### src/rtl/cache_arbiter.sv
// cache_arbiter: shares one physical-memory port between the I-cache and the D-cache; tie-break set by CACHE_ARBITER_RR_EN.
// Latency: a request sampled in IDLE drives the pmem command on the next cycle; resp follows pmem_resp combinationally.
// Backpressure: a losing or late requester holds its request until granted; each grant ends with one DONE turnaround cycle.
module cache_arbiter #(
    parameter int ADDR_W = 32,
    parameter int LINE_W = 256
) (
    input  logic              clk,
    input  logic              rst,
    input  logic              i_read,
    input  logic [ADDR_W-1:0] i_address,
    output logic [LINE_W-1:0] i_rdata,
    output logic              i_resp,
    input  logic              d_read,
    input  logic              d_write,
    input  logic [ADDR_W-1:0] d_address,
    input  logic [LINE_W-1:0] d_wdata,
    output logic [LINE_W-1:0] d_rdata,
    output logic              d_resp,
    output logic              pmem_read,
    output logic              pmem_write,
    output logic [ADDR_W-1:0] pmem_address,
    output logic [LINE_W-1:0] pmem_wdata,
    input  logic [LINE_W-1:0] pmem_rdata,
    input  logic              pmem_resp
);

    localparam logic [1:0] IDLE   = 2'd0;
    localparam logic [1:0] I_BUSY = 2'd1;
    localparam logic [1:0] D_BUSY = 2'd2;
    localparam logic [1:0] DONE   = 2'd3;

    logic [1:0] state;
    logic [1:0] state_nxt;
    logic       last_grant;
    logic       last_grant_nxt;
    logic       i_req;
    logic       d_req;
    logic       pick_d;

    assign i_req = i_read;
    assign d_req = d_read | d_write;

`ifdef CACHE_ARBITER_RR_EN
    // On a tie, hand the port to whoever did not hold it last.
    assign pick_d = d_req & (~i_req | ~last_grant);
`else
    assign pick_d = d_req;
`endif

    always_comb begin
        state_nxt      = state;
        last_grant_nxt = last_grant;
        case (state)
            IDLE: begin
                if (pick_d) begin
                    state_nxt      = D_BUSY;
                    last_grant_nxt = 1'b1;
                end else if (i_req) begin
                    state_nxt      = I_BUSY;
                    last_grant_nxt = 1'b0;
                end
            end
            I_BUSY: begin
                if (pmem_resp) begin
                    state_nxt = DONE;
                end
            end
            D_BUSY: begin
                if (pmem_resp) begin
                    state_nxt = DONE;
                end
            end
            default: state_nxt = IDLE;
        endcase
    end

    always_ff @(posedge clk or posedge rst) begin
        if (rst) begin
            state      <= IDLE;
            last_grant <= 1'b0;
        end else begin
            state      <= state_nxt;
            last_grant <= last_grant_nxt;
        end
    end

    // Only the granted cache sees its command on the port or a resp back.
    always_comb begin
        pmem_read    = 1'b0;
        pmem_write   = 1'b0;
        pmem_address = '0;
        pmem_wdata   = '0;
        i_resp       = 1'b0;
        d_resp       = 1'b0;
        case (state)
            I_BUSY: begin
                pmem_read    = i_read;
                pmem_address = i_address;
                i_resp       = pmem_resp;
            end
            D_BUSY: begin
                pmem_read    = d_read;
                pmem_write   = d_write;
                pmem_address = d_address;
                pmem_wdata   = d_wdata;
                d_resp       = pmem_resp;
            end
            default: begin
            end
        endcase
    end

    assign i_rdata = pmem_rdata;
    assign d_rdata = pmem_rdata;

endmodule

### config.mk
export PLATFORM = sky130hd
export DESIGN_NAME = cache_arbiter
export DESIGN_NICKNAME = d
export VERILOG_FILES = /design/src/rtl/cache_arbiter.sv
export SDC_FILE = /design/constraint.sdc
export NUM_CORES = 1
export LEC_CHECK = 0
export BUFFER_PORTS_ARGS = -buffer_cell sky130_fd_sc_hd__buf_2
export CORE_AREA = 8 8 532 534
export DETAILED_ROUTE_END_ITERATION = 10
export DIE_AREA = 0 0 540 542
export GPL_TIMING_DRIVEN = 0
export PLACE_DENSITY = 0.3
export SETUP_SLACK_MARGIN = 0.3
export SLEW_MARGIN = 20
export SYNTH_ARGS = -nofsm -noshare
export SYNTH_HDL_FRONTEND = slang
export SYNTH_SLANG_ARGS = --single-unit
### constraint.sdc
create_clock -name clk -period 1.8 [get_ports clk]
set_input_delay 0.09 -clock clk [delete_from_list [all_inputs] [get_ports clk]]
set_output_delay 0.09 -clock clk [all_outputs]
set_load 0.01 [all_outputs]
==> results of run 1 <==
==> metal layers <==
metal | track usage | vias up
met5 | 0.0122 | -
met3 | 0.0725 | 252
met4 | 0.0215 | 64
met2 | 0.175 | 1272
li1 | - | 4607
met1 | 0.117 | 4960
==> through the flow <==
stage	instance area (µm²)	setup slack (ps)	hold slack [ps]
after floorplan	6180	249	-169
after global placement	16300	-2790	-49.7
after detailed placement	16400	-1230	-50.2
after CTS	18100	-212	368
after global routing	19000	-237	371
final	19100	-191	366
==> worst min path at each step <==
stage                         start              endpoint
global route          pmem_rdata[4]            d_rdata[4]
global placement                rst  state[0]$_DFFE_PP0P_
finish              pmem_rdata[183]          d_rdata[183]
floorplan                       rst  state[0]$_DFFE_PP0P_
detailed placement              rst  state[1]$_DFFE_PP0P_
CTS                 pmem_rdata[183]          d_rdata[183]
==> worst register-to-register path, delay by kind of cell (launching register included) <==
kind	cells	cell delay (ps)
AOI/OAI and AO/OA	1	180
adders and majority gates	1	280
buffers and inverters	5	580
DFF	1	380
muxes	1	320
==> synthesized netlist by cell type <==
cell type  instances  share of area
inv_1              3         0.0018
buf_1              1        0.00061
mux2_2             2         0.0037
ha_1               4         0.0081
a21oi_1            2         0.0016
and2_1           259           0.26
buf_2              2         0.0016
clkinv_1           1        0.00061
a22oi_1           33          0.040
buf_4            512           0.62
nor2_1            33          0.020
clkbuf_1          36          0.022
dfrtp_1            2         0.0081
o21ai_0            1        0.00081
or3b_1             1         0.0014
o22ai_2            1         0.0020
==> final cells by class <==
class	count	area (µm²)
inverter	4	30.0
clock buffer	3	75.1
tap	3607	4510
buffer	551	4440
antenna	39	97.6
sequential	2	52.6
fill	32600	256000
multi-input combinational	336	2570
timing repair buffer	1171	7280
==> layout by cell type, fill, tap and decap left out, drive strengths merged <==
| cell type | count |
|---|---|
| o21ai | 1 |
| clkinv | 1 |
| nor2 | 33 |
| o22ai | 1 |
| ha | 4 |
| and2 | 259 |
| diode | 39 |
| dlygate4sd3 | 1 |
| or3b | 1 |
| clkbuf | 22 |
| dfrtp | 2 |
| a21oi | 2 |
| inv | 3 |
| buf | 1702 |
| mux2 | 2 |
| a22oi | 33 |
==> power by group through the flow <==
stage / clock network [mW] / registers [mW] / logic, mW
after floorplan: 0 / 0.0917 / 5.00
after detailed placement: 0 / 0.102 / 14.0
after global placement: 0 / 0.0993 / 13.4
final: 0.331 / 0.115 / 18.8
after CTS: 0.337 / 0.101 / 17.7
after global routing: 0.339 / 0.116 / 20.0
==> cells by family (layout without fill, tap and decap cells) <==
kind of cell | count (synthesis) | after routing | share of synthesized area
compound gates | 37 | 37 | 0.0447
fa+ha+maj | 4 | 4 | 0.00813
buf+inv | 555 | 1729 | 0.651
flops | 2 | 2 | 0.00813
mux | 2 | 2 | 0.00366
other cells | 0 | 39 | 0
simple gates | 293 | 293 | 0.285
==> what timing repair did <==
action / 4_1_cts / 5_1_grt
endpoints found under the hold margin: 2 / 0
resized for setup: 372 / 286
hold buffers: 1 / 0
setup buffers: 16 / 11
cloned: 9 / 1
pin swaps: 5 / 13
setup endpoints to repair: 294 / 294
==> flow_summary.yaml, run 1 <==
outcome:
  status: "finished, violations left"
  violations: "negative setup slack"
sta:
  fmax_mhz: 502
  maxSlewViolCount: 0
  relSlewSlack: 0.719
  hold_viol: 0
  fin_ws_ps: -191
  tns_ps: -19100
  fin_crit_sh: 1.11
  skew_ps: 1.08
  worst_pin_slew_ps: 424
  rsz0062_at_grt: "yes"
  setup-violations-final: 202
  min_period_ps: 1990
setup_path:
  crit_path_start: "state[1]$_DFFE_PP0P_"
  ff2ff_setup_slack_ps: -60
  path_max_fanout: 10
  start_kind: "flop"
  cp.arrival_ps: 1900
  rr_startpoint: "state[1]$_DFFE_PP0P_"
  cp_num_cells: 8
  end_kind: "output port"
  crit_slowest_cell: "dfrtp_2"
  slowest_delay_ps: 420
  cp_data_required_time_ps: 1710
  critical_path_buf_inv_count: 5
  path_class: "flop to output port"
  r2r-end: "state[0]$_DFFE_PP0P_"
  r2r_cells: 8
  crit_path_end: "pmem_address[10]"
  cpLargestDelayFamily: "buffers and inverters"
  path_cells: "buf_6, ha_4, buf_16, buf_16, buf_12, a22oi_2, nor2_1, buf_4"
  cp_common_cell: "buf_16"
power_and_ir_drop:
  intPower_mw: 8.88
  clkPwrFrac: 0.017
  power.density_mw_per_mm2: 1010
  p_seq_frac: 0.006
  finalPower_mw: 19.2
  pwr-share-comb: 0.977
  p_switching_mw: 10.4
  p_sw_frac: 0.538
  leakage_nw: 9.16
  peakVddDrop_mv: 0.459
logic_synthesis:
  synthesis.area_mm2: 0.00616
  synth.distinct_cells: 16
  ys.warnings.count: 0
  postSynthAreaPerCell_um2: 6.90
  synth_fp_nets: 1479
  syn_inst: 893
  ys_seq_elements: 2
  yosysSeqAreaShare: 0.00813
cts:
  cts_tree: "built"
  numCtsBuffers: 3
  clk_pin_slew_ps: 30
  clk_latency_ps: 220
  cts_max_level: 1
  clock_path_buffers: 2
  cts.sinks: 2
  cts-root-buf: "clkbuf_16"
drt:
  highest_layer: "met5"
  dr_wl_met3_um: 26600
  m1WireLength_um: 62000
  vias_per_cell: 1.95
  routed_wirelength_um: 169000
  wl_met2_um: 75100
  drtIter0Drc: 594
  dr.pass1.iters: 5
  wl_per_cell_um: 29.6
  num_vias: 11200
  post-route-drc-count: 0
  ant_nets: 0
floorplan:
  core_area_mm2: 0.275
  ios: 1386
  rows: 193
  die-area_mm2: 0.293
  die_h_um: 542
  die_x_um: 540
  initial_core_util: 0.0224
placed_design:
  dp.final_hpwl_um: 163000
  dp.cells: 5633
  port_buffers: 1129
  place_congestion: 1.09
global_routing:
  antenna_found_initial: 124
  grt_max_degree: 11
  grtUsageTotal: 0.108
  grt_pass1_wl_um: 194000
  overflow: 0
  first_global_vias: 11700
layout:
  utilization: 0.0694
  max_flop_register: "state"
  drive_gt1_frac: 0.898
  nets: 2655
  layout-area-overhead-vs-synth_pct: 210
  top_regs: "state (2)"
  stdcell_count: 5713
  largest_reg_flops: 2
hold_path:
  worstHoldPathType: "primary input to output port"
  holdPathStages: 2
flow_run:
  cap_violations: 0
Power figures use the tool's default switching activity.
==> run 2, diff against run 1 <==
--- a/config.mk
+++ b/config.mk
@@ -10,7 +10,7 @@
 export DETAILED_ROUTE_END_ITERATION = 10
 export DIE_AREA = 0 0 540 542
 export GPL_TIMING_DRIVEN = 0
-export PLACE_DENSITY = 0.3
+export PLACE_DENSITY_LB_ADDON = 0.15
 export SETUP_SLACK_MARGIN = 0.3
 export SLEW_MARGIN = 20
 export SYNTH_ARGS = -nofsm -noshare
==> run 2 against run 1 <==
- global-route usage down 0.66 points
- final area grew 6.5%
- the flow still finishes with violations (negative setup slack)
- core utilization rose by 0.45 points
- highest routed layer unchanged
- critical endpoint is now pmem_address[0]
==> flow_summary.yaml, run 2 (synthesis gave the netlist of run 1 again) <==
setup_path:
  start_kind: "flop"
  cp_data_required_time_ps: 1710
  path_max_fanout: 10
  rr_startpoint: "state[0]$_DFFE_PP0P_"
  crit_path_start: "state[0]$_DFFE_PP0P_"
  ff2ff_setup_slack_ps: 50
  r2r-end: "state[1]$_DFFE_PP0P_"
  r2r_cells: 7
  path_class: "flop to output port"
  cp.arrival_ps: 1890
  end_kind: "output port"
power_and_ir_drop:
  p_seq_frac: 0.005
  peakVddDrop_mv: 0.574
  p_sw_frac: 0.501
  leakage_nw: 9.61
  power.density_mw_per_mm2: 1090
  clkPwrFrac: 0.016
  intPower_mw: 11.0
  p_switching_mw: 11.1
  pwr-share-comb: 0.979
sta:
  fin_ws_ps: -184
  fmax_mhz: 504
  rsz0062_at_grt: "yes"
  setup-violations-final: 213
  maxSlewViolCount: 0
  relSlewSlack: 0.702
  hold_viol: 0
  min_period_ps: 1980
  fin_crit_sh: 1.10
  worst_pin_slew_ps: 447
  skew_ps: 2.45
cts:
  cts.sinks: 2
  clk_latency_ps: 230
  clk_pin_slew_ps: 30
  cts-root-buf: "clkbuf_16"
  cts_tree: "built"
  clock_path_buffers: 2
  cts_max_level: 1
  numCtsBuffers: 3
floorplan:
  die_h_um: 542
  initial_core_util: 0.0224
  die_x_um: 540
  core_area_mm2: 0.275
  rows: 193
  die-area_mm2: 0.293
  ios: 1386
placed_design:
  placed_area_mm2: 0.0163
  port_buffers: 1129
  dp.cells: 5629
  dp.final_hpwl_um: 153000
  place_congestion: 0.945
layout:
  stdcell_count: 5716
  max_flop_register: "state"
  layout_commonest_cell: "buf_2"
  largest_reg_flops: 2
  fillers: 32400
  drive_gt1_frac: 0.955
  mostFrequentLayoutCells: "896 x buf_2, 535 x buf_4, 196 x buf_6, 178 x and2_4, 81 x and2_1"
  utilization: 0.0739
  top_regs: "state (2)"
  nets: 2677
  layout-area-overhead-vs-synth_pct: 230
  post-route-cell-area_mm2: 0.0203
  multi_input_area_mm2: 0.00287
  seqCellArea_um2: 52.6
hold_path:
  worstHoldPathType: "primary input to output port"
  min_from: "pmem_rdata[250]"
  hold-path-endpoint: "d_rdata[250]"
  holdPathStages: 2
global_routing:
  grt_pass1_wl_um: 182000
  antenna_found_initial: 124
  overflow: 0
  first_global_vias: 11600
  grtUsageTotal: 0.101
  grt_max_degree: 11
drt:
  num_vias: 11100
  wl_per_cell_um: 28.0
  vias_per_cell: 1.94
  drtIter0Drc: 546
  dr.pass1.iters: 5
  post-route-drc-count: 0
  ant_nets: 0
  routed_wirelength_um: 160000
flow_run:
  cap_violations: 0
outcome:
  violations: "negative setup slack"
  status: "finished, violations left"
==> run 2: worst max-delay path by stage <==
stage                      endpoint  slack, ps  cells after the start
3_5_place_dp       pmem_address[20]      -1650                      7
5_1_grt            pmem_address[15]       -240                      9
2_1_floorplan  state[0]$_DFFE_PP0P_        250                      5
3_3_place_gp       pmem_address[20]      -1630                      7
4_1_cts            pmem_address[14]       -300                      7
6_report            pmem_address[0]       -180                      7
==> run 2: critical path, stage by stage, from the launching register on <==
cell and delay, ps:
dfrtp_2 400, inv_2 70, ha_4 180, buf_12 150
buf_4 190, a22oi_2 400, nor2_2 90, buf_6 170
==> run 2: power groups by stage <==
stage | sequential, mW | combinational (mW) | clock [mW]
global placement | 0.103 | 13.9 | 0
CTS | 0.103 | 18.9 | 0.351
detailed placement | 0.101 | 13.8 | 0
floorplan | 0.0917 | 5.00 | 0
global route | 0.120 | 23.1 | 0.356
finish | 0.114 | 21.6 | 0.343
==> run 2: per-stage QoR <==
step	hold WS [ps]	setup slack, ps	TNS (ps)	total power [mW]
finish	366	-184	-16820	22.1
floorplan	-169	249	0	5.09
CTS	340	-299	-24180	19.4
global placement	4.73	-1630	-220630	14.0
detailed placement	2.20	-1650	-116660	13.9
global route	372	-237	-33320	23.6
==> run 2: cell type report <==
class | count | area share
inverters | 4 | 0.00136
multi-input cells | 336 | 0.141
well taps | 3607 | 0.222
clock buffers | 3 | 0.00370
plain buffers | 551 | 0.223
flip-flops and latches | 2 | 0.00259
repair buffers | 1193 | 0.403
diodes | 20 | 0.00247
==> run 2: layer usage <==
layer | track usage | wire, µm | part of all wire
met1 | 0.102 | 55100 | 0.34
met2 | 0.172 | 75100 | 0.47
met3 | 0.0759 | 26800 | 0.17
met4 | 0.0149 | 2490 | 0.016
met5 | 0 | 477 | 0.0030
==> run 2: what timing repair did <==
action	CTS	global route
resized for setup	509	464
cloned	9	12
buffers inserted	33	9
pin swaps	21	29
setup endpoints to repair	294	294
hold buffers	1	0
hold endpoints to repair	2	0
